`src/rtl/ddr2_bit_tap_calib_0_pkg.sv`:
```
// Shared types and constants for the per-bit DQ IDELAY tap calibration block.
package ddr2_bit_tap_calib_0_pkg;

  localparam int TAP_W       = 6;
  localparam int BIT_CNT_W   = 3;
  localparam int CH_WAIT_CYC = 3;
  localparam int FILT_DEPTH  = 4;

  typedef enum logic [2:0] {
    IDLE,
    SETTLE,
    SAMPLE,
    INC,
    DEC,
    CHAN,
    CH_WAIT,
    DONE
  } calib_state_e;

  // Majority vote over the filter window; an even split keeps the current reference.
  function automatic logic majority4(input logic [FILT_DEPTH-1:0] win, input logic tie);
    int unsigned ones;
    ones = $countones(win);
    if (ones > 2) return 1'b1;
    if (ones < 2) return 1'b0;
    return tie;
  endfunction

endpackage

```
`src/rtl/ddr2_tap_center_calc_0.sv`:
```
// Window-centre arithmetic: midpoint of the two recorded data-eye edges.
module ddr2_tap_center_calc_0
  import ddr2_bit_tap_calib_0_pkg::*;
#(
  parameter int TAP_MAX = 63
) (
  input  logic [TAP_W-1:0] e1,
  input  logic [TAP_W-1:0] e2,
  input  logic             e1_v,
  input  logic             e2_v,
  output logic [TAP_W-1:0] center,
  output logic             no_edge
);

  localparam logic [TAP_W-1:0] MID_TAP = TAP_W'(TAP_MAX >> 1);

  logic [TAP_W-1:0] span;

  // NOTE: every output of a combinational block gets a value on every path, else a latch is inferred.
  always_comb begin
    span    = e2 - e1;
    no_edge = !e1_v;
    if (no_edge)   center = MID_TAP;
    else if (e2_v) center = e1 + (span >> 1);
    else           center = e1;
  end

endmodule

```
`src/rtl/ddr2_bit_tap_calib_0.sv`:
```
// Per-bit IDELAY tap calibration: sweep taps, find two eye edges, back off to the centre.
// Optional DDR2_CALIB_FILTER_EN: majority-of-4 sample filter with a 3-cycle longer settle.
module ddr2_bit_tap_calib_0
  import ddr2_bit_tap_calib_0_pkg::*;
#(
  parameter int TAP_MAX    = 63,
  parameter int SETTLE_CYC = 7
) (
  input  logic                 clk,
  input  logic                 reset,
  input  logic                 calib_start,
  input  logic                 dq_data,
  input  logic                 calib_done,
  output logic                 ctrl_calib_start,
  output logic                 dlyinc,
  output logic                 dlyce,
  output logic                 chan_done,
  output logic [BIT_CNT_W-1:0] bit_cnt,
  output logic [TAP_W-1:0]     center_tap,
  output logic                 tap_calib_done,
  output logic                 tap_error
);

`ifdef DDR2_CALIB_FILTER_EN
  localparam int SETTLE_LEN = SETTLE_CYC + FILT_DEPTH - 1;
`else
  localparam int SETTLE_LEN = SETTLE_CYC;
`endif
  localparam int               CNT_W   = $clog2(SETTLE_LEN + CH_WAIT_CYC + 1);
  localparam logic [TAP_W-1:0] TAP_TOP = TAP_W'(TAP_MAX);

  calib_state_e     state_q;
  logic [TAP_W-1:0] tap_q, e1_q, e2_q, center;
  logic             e1_v_q, e2_v_q, ref_q, no_edge;
  logic [CNT_W-1:0] cnt_q;
  logic             samp_s, edge_s;

`ifdef DDR2_CALIB_FILTER_EN
  logic [FILT_DEPTH-2:0] hist_q;

  always_ff @(posedge clk or posedge reset) begin
    if (reset) hist_q <= '0;
    else       hist_q <= {hist_q[FILT_DEPTH-3:0], dq_data};
  end

  assign samp_s = majority4({hist_q, dq_data}, ref_q);
`else
  assign samp_s = dq_data;
`endif

  assign edge_s = (samp_s != ref_q);

  ddr2_tap_center_calc_0 #(.TAP_MAX(TAP_MAX)) u_center (
    .e1     (e1_q),
    .e2     (e2_q),
    .e1_v   (e1_v_q),
    .e2_v   (e2_v_q),
    .center (center),
    .no_edge(no_edge)
  );

  // NOTE: sequential state uses non-blocking assignments so every register sees pre-edge values.
  always_ff @(posedge clk or posedge reset) begin
    if (reset) begin
      state_q          <= IDLE;
      tap_q            <= '0;
      e1_q             <= '0;
      e2_q             <= '0;
      e1_v_q           <= 1'b0;
      e2_v_q           <= 1'b0;
      ref_q            <= 1'b0;
      cnt_q            <= '0;
      ctrl_calib_start <= 1'b0;
      dlyinc           <= 1'b0;
      dlyce            <= 1'b0;
      chan_done        <= 1'b0;
      bit_cnt          <= '0;
      center_tap       <= '0;
      tap_calib_done   <= 1'b0;
      tap_error        <= 1'b0;
    end else begin
      dlyce     <= 1'b0;
      dlyinc    <= 1'b0;
      chan_done <= 1'b0;
      case (state_q)
        IDLE: if (calib_start) begin
          ctrl_calib_start <= 1'b1;
          tap_q            <= '0;
          cnt_q            <= '0;
          state_q          <= SETTLE;
        end
        SETTLE: begin
          if (cnt_q == CNT_W'(SETTLE_LEN - 1)) state_q <= SAMPLE;
          else                                 cnt_q   <= cnt_q + 1'b1;
        end
        SAMPLE: begin
          if (tap_q == '0) begin
            ref_q   <= samp_s;
            e1_v_q  <= 1'b0;
            e2_v_q  <= 1'b0;
            dlyce   <= 1'b1;
            dlyinc  <= 1'b1;
            state_q <= INC;
          end else if (edge_s && e1_v_q) begin
            e2_q    <= tap_q;
            e2_v_q  <= 1'b1;
            state_q <= DEC;
          end else if (tap_q == TAP_TOP) begin
            // Sweep exhausted: the top tap closes an open window, or the bit has no edge at all.
            if (no_edge && !edge_s) begin
              tap_error <= 1'b1;
            end else begin
              if (!e1_v_q) begin
                e1_q   <= tap_q;
                e1_v_q <= 1'b1;
              end
              e2_q   <= TAP_TOP;
              e2_v_q <= 1'b1;
            end
            state_q <= DEC;
          end else begin
            if (edge_s) begin
              e1_q   <= tap_q;
              e1_v_q <= 1'b1;
              ref_q  <= samp_s;
            end
            dlyce   <= 1'b1;
            dlyinc  <= 1'b1;
            state_q <= INC;
          end
        end
        INC: begin
          tap_q   <= tap_q + 1'b1;
          cnt_q   <= '0;
          state_q <= SETTLE;
        end
        DEC: begin
          if (tap_q > center) begin
            tap_q <= tap_q - 1'b1;
            dlyce <= 1'b1;
          end else begin
            chan_done <= 1'b1;
            state_q   <= CHAN;
          end
        end
        CHAN: begin
          center_tap <= center;
          bit_cnt    <= bit_cnt + 1'b1;
          tap_q      <= '0;
          cnt_q      <= '0;
          state_q    <= CH_WAIT;
        end
        CH_WAIT: begin
          if (cnt_q == CNT_W'(CH_WAIT_CYC - 1)) begin
            cnt_q <= '0;
            if (calib_done) begin
              tap_calib_done   <= 1'b1;
              ctrl_calib_start <= 1'b0;
              state_q          <= DONE;
            end else begin
              state_q <= SETTLE;
            end
          end else begin
            cnt_q <= cnt_q + 1'b1;
          end
        end
        DONE:    ;
        default: state_q <= IDLE;
      endcase
    end
  end

endmodule

```
`config.mk`:
```
export PLATFORM = sky130hd
export DESIGN_NAME = ddr2_bit_tap_calib_0
export DESIGN_NICKNAME = d
export VERILOG_FILES = /design/src/rtl/ddr2_bit_tap_calib_0_pkg.sv /design/src/rtl/ddr2_tap_center_calc_0.sv /design/src/rtl/ddr2_bit_tap_calib_0.sv
export SDC_FILE = /design/constraint.sdc
export NUM_CORES = 1
export LEC_CHECK = 0
export BUFFER_PORTS_ARGS = -buffer_cell sky130_fd_sc_hd__buf_4
export CAP_MARGIN = 10
export CORE_MARGIN = 4
export CORE_UTILIZATION = 55
export CTS_BUF_LIST = sky130_fd_sc_hd__clkbuf_8
export DETAILED_ROUTE_END_ITERATION = 16
export PLACE_DENSITY = 0.83
export SETUP_SLACK_MARGIN = 0.02
export SLEW_MARGIN = 20
export SYNTH_ARGS = -nofsm -noshare
export SYNTH_HDL_FRONTEND = slang
export SYNTH_SLANG_ARGS = --single-unit
```
`constraint.sdc`:
```
create_clock -name clk -period 4.6 [get_ports clk]
set_input_delay 0.46 -clock clk [delete_from_list [all_inputs] [get_ports clk]]
set_output_delay 0.46 -clock clk [all_outputs]
set_load 0.02 [all_outputs]
```
==> reports/results.tsv <==
stage	metric	value	unit
final_layout	fin_cells	367	
routing	drc	0	
final_layout	n_antenna_cell	0	
final_layout	num-nets-final	329	
setup_path	required	4.79	ns
logic_synthesis	async_reset_ff_frac	1.000	
routing	routed_wl	5.897	mm
setup_path	worstSetupPathType	reg -> reg	
timing	worstMarginPinSlew	0.5600	ns
placed_design	place_hpwl	4.354	mm
logic_synthesis	syn_inst	280	
timing	drv_slew	0	
timing	whs	0.2920	ns
clock_network	htree_num_levels	2	
logic_synthesis	synth-simple-area-share	0.1515	
flow_run	max-cap-violations	0	
clock_network	cts_max_path_buffers	2	
setup_path	start_kind	flip-flop	
routing	vias	2142	
logic_synthesis	synth_seq_area_share	0.3810	
setup_path	crit_fanout	4	
placed_design	numPortBuffers	19	
final_layout	fill_cells	377	
timing	fin_worst_skew	0.007867	ns
global_route	grt_start_max_net_pins	44	
power_and_ir_drop	peakVddDrop	269.1	uV
clock_network	cts.sinks	43	
global_route	first_global_vias	2159	
routing	routedWlPerCell	16.07	um
logic_synthesis	syn_nets	310	
clock_network	clk_pin_slew	0.09	ns
placed_design	dp_cells	359	
logic_synthesis	synth_xor_area_frac	0.04962	
placed_design	placed_area	3019	sq um
power_and_ir_drop	power_density	572.1	nW/um^2
floorplan	die_y	79.66	um
logic_synthesis	synthAdderAreaFrac	0.1187	
routing	vias_per_cell	5.837	
clock_network	numCtsBuffers	5	
floorplan	die_area	6345	sq um
global_route	grt_pass1_wl	9.901	mm
min_path	worstHoldPathType	in -> async	
run_status	status	complete, no violations	
timing	max-slew-margin-rel	0.6250	
final_layout	seqCellArea	1076	sq um
routing	ant_nets	0	
timing	fmax	238.1	MHz
clock_network	post_cts_resized	0	
routing	firstDrtPassIters	4	
floorplan	rows	25	
logic_synthesis	synthMuxAreaShare	0.07178	
clock_network	post-cts-setup-buffer-count	0	
logic_synthesis	yosys_warnings	0	
timing	setup_tns	0	ns
clock_network	cts_tree	yes	
logic_synthesis	yosysUniqueCellTypes	60	
clock_network	cts_hold_buffers	0	
logic_synthesis	synth_top_family_by_area	compound AO/OA/AOI/OAI gates	
floorplan	boundaryPins	20	
logic_synthesis	synth_edf_count	0	
global_route	overflow	0	
global_route	grt.total_usage	0.2002	
placed_design	gp_congestion	0.8613	
timing	min_period	4.199	ns
floorplan	start_util	0.5825	
power_and_ir_drop	p_leak	1.534	nW
logic_synthesis	synth_flop_cell	dfrtp_1	
setup_path	arrival	4.39	ns
clock_network	clock_latency	0.30	ns
final_layout	area_growth_syn_to_layout	10.90	%
clock_network	root_buffer	clkbuf_8	
logic_synthesis	syn-cell-area	2824	sq um
setup_path	end_kind	flip-flop	
final_layout	drive_gt1_frac	0.1533	
global_route	grt_antenna_before_repair	0	
floorplan	coreArea	4848	sq um
logic_synthesis	syn_area_per_cell	10.09	sq um
routing	first_iter_violations	121	
timing	rsz0062_at_grt	false	
logic_synthesis	synth_compound_gate_area_share	0.1896	
floorplan	die_w	79.66	um
timing	timing.final.crit_share	0.9129	
logic_synthesis	synth_seq_cells	43	
timing	setup_viol	0	
final_layout	multi_input_area	1642	sq um
final_layout	fin_area	3132	sq um
timing	hold_violations	0	
worst max-delay path: stages, from the launching register on:
cell and delay [ns]:
dfrtp_1 0.43, inv_1 0.17, ha_1 0.25, a21o_1 0.15
a21oi_1 0.25, xnor2_1 0.17, ha_1 0.30, a21o_1 0.20
a21oi_1 0.18, xnor2_1 0.08, a21oi_1 0.26, ha_1 0.31
a21oi_1 0.15, a21boi_1 0.13, o32a_1 0.38, a211oi_2 0.31
mux2_2 0.37
flip-flops by register name, indices dropped and copies added, names as in the netlist, 3 cells and up:
signal / flops
bit_cnt: 3
e1_q: 6
cnt_q: 4
state_q: 3
tap_q: 6
e2_q: 6
center_tap: 6
synth_stat cells, drive strengths merged, types with 2 or more instances:
library cell / number / area, sq um
xnor2: 11 / 96.34
buf: 2 / 16.26
nor3b: 2 / 20.02
xor2: 5 / 43.79
o41ai: 2 / 36.29
mux2i: 9 / 90.09
or2: 2 / 12.52
ha: 22 / 275.3
nand2b: 7 / 43.79
dfrtp: 43 / 1076
mux2: 9 / 112.6
nand2: 23 / 86.33
a21o: 9 / 67.56
nor3: 7 / 56.31
nor2b: 3 / 18.77
a211oi: 4 / 35.03
o31ai: 2 / 33.78
o211a: 3 / 30.03
a22o: 5 / 43.79
fa: 3 / 60.06
nand3: 6 / 30.03
a21oi: 17 / 85.08
a31oi: 3 / 18.77
o21ai: 19 / 95.09
clkbuf: 6 / 22.52
inv: 18 / 67.56
nor2: 16 / 60.06
kinds of logic after synthesis:
group / after synthesis
simple gates: 78
compound gates: 74
flops: 43
buf+inv: 26
fa+ha+maj: 25
mux: 18
xor+xnor: 16
report_power, final:
part / switching [W] / leakage (nW) / internal, W
Sequential: 0.000151 / 0.523 / 0.000475
Clock: 0.000140 / 0.0581 / 0.000162
Combinational: 0.000473 / 0.953 / 0.000391
metrics by stage:
stage,utilization,total power (W),worst slack (ns)
2_1_floorplan,-,0.001260,0.8347
3_3_place_gp,0.6227,0.001452,0.5606
3_5_place_dp,0.6227,0.001492,0.4216
4_1_cts,0.6459,0.001790,0.4179
5_1_grt,0.6459,0.001919,0.1528
6_report,0.6459,0.001792,0.4007
routing by layer:
metal  global-route usage  vias to the layer above  share of wire
met5                    0                        -              0
met1               0.2599                     1048           0.45
met4              0.06357                        0          0.015
met2               0.3389                       44           0.50
met3              0.03386                        9          0.037
li1                     -                     1041              -
cells in the final DEF (no fill, tap or decap), types with 9 or more instances in the layout:
cell type / Yosys / final
dfrtp_1: 43 / 43
nand2_1: 23 / 23
ha_1: 22 / 22
buf_4: 0 / 20
a21oi_1: 17 / 17
inv_1: 18 / 17
nor2_1: 16 / 16
o21ai_0: 13 / 13
xnor2_1: 11 / 11
a21o_1: 9 / 9
mux2i_1: 9 / 9
area by class of cell:
| cell class | instances | area share |
|---|---|---|
| clock buffers | 5 | 0.02197 |
| clock inverters | 3 | 0.01398 |
| inverters | 18 | 0.02157 |
| multi-input cells | 211 | 0.5242 |
| flip-flops and latches | 43 | 0.3436 |
| well taps | 67 | 0.02677 |
| repair buffers | 20 | 0.04794 |
worst paths after layout:
| check | startpoint | end | slack, ns | cells after the start |
|---|---|---|---|---|
| setup / recovery | e1_q[1] | state_q[0] | 0.40 | 16 |
| hold / removal | reset | bit_cnt[0] | 0.29 | 3 |
| setup reg to reg | e1_q[1] | state_q[0] | 0.40 | 16 |
| hold reg to reg | tap_error | tap_error | 0.47 | 2 |
| max in group asynchronous | reset | e2_v_q | 3.92 | 3 |
| min in group clk | dq_data | ref_q | 0.42 | 2 |
(Power assumes the default switching activity.)
